File: src/rtl/mux_pkg.sv
// mux_pkg: shared definitions for the muxn_rr_stream slice.
//   mode_e  - arbitration mode encoding (MODE_FIXED = 0, MODE_RR = 1)
//   clog2   - ceiling log2, used to size select/index fields
package mux_pkg;

    typedef enum logic {
        MODE_FIXED = 1'b0,
        MODE_RR    = 1'b1
    } mode_e;

    function automatic int unsigned clog2(input int unsigned value);
        int unsigned r;
        int unsigned v;
        r = 0;
        v = 1;
        while (v < value) begin
            v = v << 1;
            r++;
        end
        return r;
    endfunction

endpackage

File: src/rtl/rr_pick.sv
// rr_pick: combinational rotating-priority search.
//   req     - per-channel request
//   ptr     - last granted channel; search starts at ptr+1
//   gnt_idx - first requesting channel found (0 when none)
//   gnt_any - at least one request present
module rr_pick
    import mux_pkg::*;
#(
    parameter int unsigned N_CH = 4,
    localparam int unsigned SW  = clog2(N_CH)
) (
    input  logic [N_CH-1:0] req,
    input  logic [SW-1:0]   ptr,
    output logic [SW-1:0]   gnt_idx,
    output logic            gnt_any
);

    always_comb begin
        int unsigned idx;
        gnt_idx = '0;
        gnt_any = 1'b0;
        idx     = 0;
        for (int unsigned k = 1; k <= N_CH; k++) begin
            idx = (int'(ptr) + k) % N_CH;
            if (!gnt_any && req[idx]) begin
                gnt_any = 1'b1;
                gnt_idx = SW'(idx);
            end
        end
    end

endmodule

File: src/rtl/muxn_rr_stream.sv
// muxn_rr_stream: N-channel stream mux with one registered output beat.
//   clk, rst_n          - clock, asynchronous active-low reset
//   in_data/in_valid    - channel i data at [i*WIDTH +: WIDTH], per-channel valid
//   in_ready            - combinational per-channel ready (at most one high)
//   mode, sel           - 0: always serve channel sel; 1: round-robin
//   out_data/out_ch     - registered data and its source channel
//   out_valid/out_ready - output handshake
module muxn_rr_stream
    import mux_pkg::*;
#(
    parameter int unsigned N_CH  = 4,
    parameter int unsigned WIDTH = 8,
    localparam int unsigned SW   = clog2(N_CH)
) (
    input  logic                  clk,
    input  logic                  rst_n,
    input  logic [N_CH*WIDTH-1:0] in_data,
    input  logic [N_CH-1:0]       in_valid,
    output logic [N_CH-1:0]       in_ready,
    input  logic                  mode,
    input  logic [SW-1:0]         sel,
    output logic [WIDTH-1:0]      out_data,
    output logic [SW-1:0]         out_ch,
    output logic                  out_valid,
    input  logic                  out_ready
);

    mode_e            cur_mode;
    logic             load;
    logic             xfer;
    logic [SW-1:0]    ptr;
    logic [SW-1:0]    gnt_idx;
    logic             gnt_any;
    logic [SW-1:0]    pick_idx;
    logic [WIDTH-1:0] pick_data;
    logic [N_CH-1:0]  ready_vec;

    assign cur_mode = mode_e'(mode);
    assign load     = !out_valid || out_ready;

    rr_pick #(.N_CH(N_CH)) u_rr_pick (
        .req     (in_valid),
        .ptr     (ptr),
        .gnt_idx (gnt_idx),
        .gnt_any (gnt_any)
    );

    // Fixed mode raises ready on sel from load alone, so the served
    // channel's ready never depends on its own valid.
    always_comb begin
        ready_vec = '0;
        pick_idx  = (cur_mode == MODE_RR) ? gnt_idx : sel;
        if (rst_n && load) begin
            if (cur_mode == MODE_FIXED) begin
                ready_vec[sel] = 1'b1;
            end else if (gnt_any) begin
                ready_vec[gnt_idx] = 1'b1;
            end
        end
        pick_data = in_data[pick_idx*WIDTH +: WIDTH];
    end

    assign in_ready = ready_vec;
    assign xfer     = |(in_valid & ready_vec);

    always_ff @(posedge clk or negedge rst_n) begin
        if (!rst_n) begin
            out_valid <= 1'b0;
            out_data  <= '0;
            out_ch    <= '0;
            ptr       <= SW'(N_CH - 1);
        end else begin
            if (load) begin
                out_valid <= xfer;
                if (xfer) begin
                    out_data <= pick_data;
                    out_ch   <= pick_idx;
                end
            end
            if (xfer && cur_mode == MODE_RR) begin
                ptr <= gnt_idx;
            end
        end
    end

endmodule
File: config.mk
export PLATFORM = sky130hd
export DESIGN_NAME = muxn_rr_stream
export DESIGN_NICKNAME = d
export VERILOG_FILES = /design/src/rtl/mux_pkg.sv /design/src/rtl/rr_pick.sv /design/src/rtl/muxn_rr_stream.sv
export SDC_FILE = /design/constraint.sdc
export NUM_CORES = 1
export LEC_CHECK = 0
export CAP_MARGIN = 15
export CORE_MARGIN = 5
export CORE_UTILIZATION = 37
export DETAILED_ROUTE_END_ITERATION = 8
export PLACE_DENSITY = 0.8
export SLEW_MARGIN = 30
export SYNTH_ARGS = -nofsm -noshare
export SYNTH_HDL_FRONTEND = slang
export SYNTH_HIERARCHICAL = 1
export SYNTH_SLANG_ARGS = --single-unit
export TNS_END_PERCENT = 20
File: constraint.sdc
create_clock -name clk -period 3.2 [get_ports clk]
set_input_delay 0.32 -clock clk [delete_from_list [all_inputs] [get_ports clk]]
set_output_delay 0.32 -clock clk [all_outputs]
set_load 0.05 [all_outputs]
==> results of run 1 <==
==> critical path, cell delays in order <==
cell and delay, ns:
clkdlybuf4s50_1 0.53, and2b_1 0.23, a21oi_2 0.12, o221ai_2 0.17, and4bb_2 0.35, o21ai_1 0.12, a41oi_4 0.44, mux2_2 0.39
==> power groups by stage <==
stage	clock network, mW	logic, mW	registers (mW)
CTS	0.100	0.778	0.315
detailed placement	0	0.777	0.316
finish	0.0946	0.771	0.314
global route	0.108	0.815	0.328
floorplan	0	0.278	0.548
global placement	0	0.770	0.310
==> worst paths after layout <==
kind | slack [ns] | end | from | cells past startpoint
max | 0.66 | out_data[3] | in_valid[2] | 8
min | 0.36 | out_data[7] | rst_n | 2
max reg2reg | 0.73 | out_data[3] | ptr[1] | 7
min reg2reg | 0.51 | out_ch[1] | out_ch[1] | 1
max in group asynchronous | 2.61 | ptr[1] | rst_n | 2
min in group clk | 0.51 | out_ch[1] | out_ch[1] | 1
==> cell families (layout without fill, tap and decap cells) <==
group | count (synthesis) | in the layout | share of synthesized area [%]
muxes | 22 | 22 | 35.59
and+or+nand+nor | 27 | 27 | 17.09
AOI/OAI and AO/OA | 14 | 14 | 11.99
DFF | 13 | 13 | 33.42
buffers and inverters | 3 | 64 | 1.913
==> routing by layer <==
| metal | routed length, µm | up-vias | global-route usage [%] |
|---|---|---|---|
| li1 | - | 429 | - |
| met1 | 989 | 420 | 18.18 |
| met2 | 1161 | 54 | 23.17 |
| met3 | 389 | 2 | 6.289 |
| met4 | 21 | 0 | 5.455 |
| met5 | 0 | - | 0 |
==> sequential cells by signal (all words and copies together), names as in the netlist <==
| signal | cells |
|---|---|
| out_ch | 2 |
| out_valid | 1 |
| out_data | 8 |
| ptr | 2 |
==> placed cells by master, fill, tap and decap left out, drive strengths merged <==
cell type      instances
a21o                   2
a21oi                  4
a31oi                  1
a41oi                  2
and2b                  1
and3b                  1
and4                   1
and4b                  2
and4bb                 1
buf                    6
clkbuf                 4
clkdlybuf4s50         52
dfrtp                 11
dfstp                  2
inv                    2
mux2                  10
mux2i                  4
mux4                   8
nand2                  2
nand2b                 5
nand3                  1
nor2                  10
nor3                   1
nor3b                  2
o21ai                  4
o221ai                 1
==> cell type report <==
class / count / area, µm²
timing repair buffer: 58 / 565.5
sequential: 13 / 327.8
clock buffer: 4 / 26.28
fill: 199 / 900.9
tap: 30 / 37.54
inverter: 2 / 7.507
multi-input combinational: 63 / 634.4
==> per-stage QoR <==
step                      cell area, µm²  cells  utilization [%]  hold WS [ns]  total power [mW]
final                               1599    170            63.96        0.3561             1.180
after global routing                1599    170            63.96        0.3708             1.251
after CTS                           1599    170            63.96        0.3538             1.194
after detailed placement            1573    166            62.91        0.4950             1.093
after global placement              1573    166            62.91        0.4667             1.080
after floorplan                    980.9     79                -       0.02441            0.8262
==> run metrics, run 1 <==
die area 3781 µm²; Seq cells post-synth 13; Final Cycle Share ~80%; total grt overflow 0; layout cell share with drive strength beyond 1 between 20% and 30%; Flop pwr share 26.6%; largest net degree at the start of global routing 16; Core Region 2500 µm²; Detail Route Antenna Nets 0; Setup violations, final 0; fin nets 183; Initial Util 39.24%; Post-Place Worst Slack roughly 0.36 ns; DRC 0; Worst Path Required approximately 3.4 ns; Fmax 393.7 MHz; hold buffers post-CTS 0; Post-DP HPWL 2153 µm; outcome completed; CTS max path bufs 2; CTS Root Cell clkbuf_4; Internal 0.6396 mW; Logic pwr share 65.4%; gr usage total 14.81%; Synth area leaders dfrtp_1 (28%), mux4_2 (16%), mux2_2 (11%), dfstp_2 (5.4%), nor2_1 (3.8%); peak supply drop approximately 0.5 mV; global-route wire length before repair 4126 µm; worst rel slew slack between 60% and 70%; CTS HTree Levels 1; Final Hold Fails 0; Crit path arrival time between 2 and 3 ns; fin. max-slew vios 0; total number of vias 905; DR vias/cell 5.324; Detailed Routing Iterations Pass 1 4; number of flops mapped to enable cells by yosys 0; Max Cap Viol 0; setup bufs post-CTS 0; area leader, netlist dfrtp_1; syn_area_per_cell 12.42 µm²; Final GP Congestion 0.8115; DRT iter0 DRCs 18; Clk pwr share 8.0%; Post-synth ARST share 100.0%; CTS tree done; DRT Wirelength 2561 µm; IO Pins 57; Setup Crit Path Kind primary input to flop; Worst setup EP type flop; Worst setup SP type primary input; Worst Tran Pin Value 0.5199 ns; clock-pin transition on the worst setup and hold timing paths 0.07 ns; fin worst setup slack 0.6602 ns; most common cell in the synthesized netlist dfrtp_1; initial antenna violation count 0; Synth Warn # 6; unrepaired setup endpoints after global routing no; die height 61.49 µm; PostCTS Resize Cnt 0; Rows 18; I/O Buffers 56; Synth top area share 28.06%; Net Sw Frac between 40 and 50%; HP Class primary input to asynchronous set/reset pin; Pwr per Cell Area 737.8 nW/µm²; crit-path max FO 10; P&R area growth vs syn 63.01%; Clock Skews 0.002032 ns; number of CTS-inserted buffers 3; top_reg_cell synth dfrtp_1; Seq/Total Area, Yosys about a third; Avg WL per Cell between 15 and 20 µm; Netlist cell types 31; top cells by count, synth dfrtp_1 (11), mux2_2 (10), nor2_1 (10); Setup TNS 0 ns; net switching power 0.5401 mW; Sink Count 13; Cells after Synth 79; LEAKAGE 0.6204 nW; fin crit period roughly 2.5 ns; vias in the first global route 947; ant diodes 0; syn nets 121; Die X a little over 60 µm; worst-skew pair later-pin latency 0.26 ns; Mapped Area just under 1000 µm²
(Power assumes the default switching activity.)
==> run 2, diff against run 1 <==
==> constraint.sdc (replaced) <==
create_clock -name clk -period 2.5 [get_ports clk]
set_input_delay 0.25 -clock clk [delete_from_list [all_inputs] [get_ports clk]]
set_output_delay 0.25 -clock clk [all_outputs]
set_load 0.05 [all_outputs]
==> run 2 against run 1 <==
Sequential power increased by 29%. Register-to-register slack got worse by 0.64 ns. Die area unchanged. Via count increased by 6.0%. Total power increased by 37%. Critical path depth unchanged. Flip-flop and latch count unchanged. Non-clock buffer count increased by 11. Design area increased by 11%. Sequential share of layout area decreased by 2.0 points. Largest cell class is now buffers. First-iteration DRC count increased by 67%. Routed wire length increased by 14%.
==> run metrics, run 2 (synthesis gave the netlist of run 1 again) <==
outcome completed; CTS tree done; Initial Util 39.24% (unchanged); worst-skew pair later-pin latency 0.28 ns (+0.02 ns); DRT Wirelength 2909 µm (+14%); Final Hold Fails 0 (unchanged); peak supply drop 0.7094 mV (+46%); Post-Place Worst Slack -0.2205 ns (-0.5827 ns); worst rel slew slack 61.63% (-3.6 points); Die X 61.49 µm (unchanged); number of CTS-inserted buffers 3 (unchanged); clock-pin transition on the worst setup and hold timing paths 0.08 ns (about the same); die area 3781 µm² (unchanged); IO Pins 57 (unchanged); gr usage total 16.27% (+1.5 points); Top Registers out_data: 8 flops, out_ch: 2 flops, ptr: 2 flops; Post-DP HPWL 2450 µm (+14%); crit-path max FO 9 (-1); P&R area growth vs syn 80.87%; initial antenna violation count 0 (unchanged); Setup Crit Path Kind flop to flop; HP Class primary input to asynchronous set/reset pin; total number of vias 959 (+6.0%); unrepaired setup endpoints after global routing yes; CTS HTree Levels 1 (unchanged); Sink Count 13 (unchanged); Worst setup SP type flop; LEAKAGE 0.6886 nW (+11%); Clock Skews 0.007295 ns (+0.005264 ns); Fmax 414.2 MHz; Setup violations, final 0 (unchanged); Worst Tran Pin Value 0.5643 ns (+0.04438 ns); fin worst setup slack 0.08578 ns (-0.5744 ns); DRC 0 (unchanged); Detailed Routing Iterations Pass 1 4 (unchanged); fin. max-slew vios 0 (unchanged); largest net degree at the start of global routing 12 (-4); fin nets 194 (+6.0%); CTS Root Cell clkbuf_4; register with the most flip-flops out_data; most frequent cells in the layout clkdlybuf4s50_1 (52), buf_4 (12), dfrtp_1 (11); layout cell share with drive strength beyond 1 35.10% (+8.0 points); DRT iter0 DRCs 30 (+12); Setup TNS 0 ns (unchanged); vias in the first global route 1019 (+7.6%); Detail Route Antenna Nets 0 (unchanged); die height 61.49 µm (unchanged); Largest register FFs 8 (unchanged); hold buffers post-CTS 0 (unchanged); Crit path arrival time 2.58 ns (-0.11 ns); Pwr per Cell Area 913.6 nW/µm² (+24%); DR vias/cell 5.298 (-0.47%); Rows 18 (unchanged); Avg WL per Cell 16.07 µm (+6.7%); ant diodes 0 (unchanged); I/O Buffers 56 (unchanged); Final Cycle Share 96.57%; Core Region 2500 µm² (unchanged); fin crit period approximately 2.4 ns; Worst setup EP type flop; global-route wire length before repair 4450 µm (+7.9%); commonest non-fill, non-tap cell in the layout clkdlybuf4s50_1; total grt overflow 0 (unchanged); Final GP Congestion 0.8341 (+2.8%); Worst Path Required 2.66 ns (-0.69 ns); CTS max path bufs 2 (unchanged); Max Cap Viol 0 (unchanged)
==> run 2: cell types whose count changed in the layout (fill, tap and decap cells not counted), sizes merged <==
cell,change
buf,+11
==> run 2: power by group <==
group / internal [mW] / switching [mW]
clock: 0.0619 / 0.0708
combinational: 0.497 / 0.585
sequential: 0.328 / 0.0773
total: 0.887 / 0.734
==> run 2: layer usage <==
layer / part of all wire [%] / global-route usage, %
met2: 49 / 27.20
met1: 38 / 18.95
met5: 0 / 0
met4: 1.8 / 7.273
met3: 12 / 5.241
==> run 2: path summary, 6_finish.rpt <==
| path | start | to | slack, ns | cells past startpoint |
|---|---|---|---|---|
| max | ptr[1] | out_data[3] | 0.09 | 8 |
| max reg2reg | ptr[1] | out_data[3] | 0.09 | 8 |
| max in group asynchronous | rst_n | ptr[1] | 1.87 | 2 |
| min | rst_n | out_ch[1] | 0.17 | 1 |
| min in group clk | out_ch[1] | out_ch[1] | 0.49 | 1 |
| min reg2reg | out_ch[1] | out_ch[1] | 0.49 | 1 |
==> run 2: repair_timing <==
item	CTS	global route
setup endpoints to repair	0	13
setup buffers	0	1
resized for setup	0	5
==> run 2: worst max-delay path, cell delays in order (launching register included) <==
cell      delay (ns)
dfstp_2         0.61
nand2b_1        0.15
a21oi_2         0.07
o221ai_4        0.26
and4b_1         0.25
o21ai_1         0.33
a41oi_4         0.19
buf_12          0.17
mux2_2          0.27
==> run 2: stage by stage <==
step                      total power, mW  instance area [µm²]  hold WS [ns]  std cells  utilization [%]
after floorplan                     1.058                980.9      -0.04559         79                -
after global placement              1.430                 1698        0.4665        176            67.92
after detailed placement            1.456                 1698        0.4672        176            67.92
after CTS                           1.595                 1724        0.1661        180            68.97
after global routing                1.708                 1774        0.1701        181            70.97
final                               1.621                 1774        0.1695        181            70.97
==> run 2: area by class of cell <==
type	count	area [µm²]
Tap cell	30	37.54
Multi-Input combinational cell	63	664.4
Fill cell	182	725.7
Inverter	2	7.507
Clock buffer	4	26.28
Timing Repair Buffer	69	710.7
Sequential cell	13	327.8
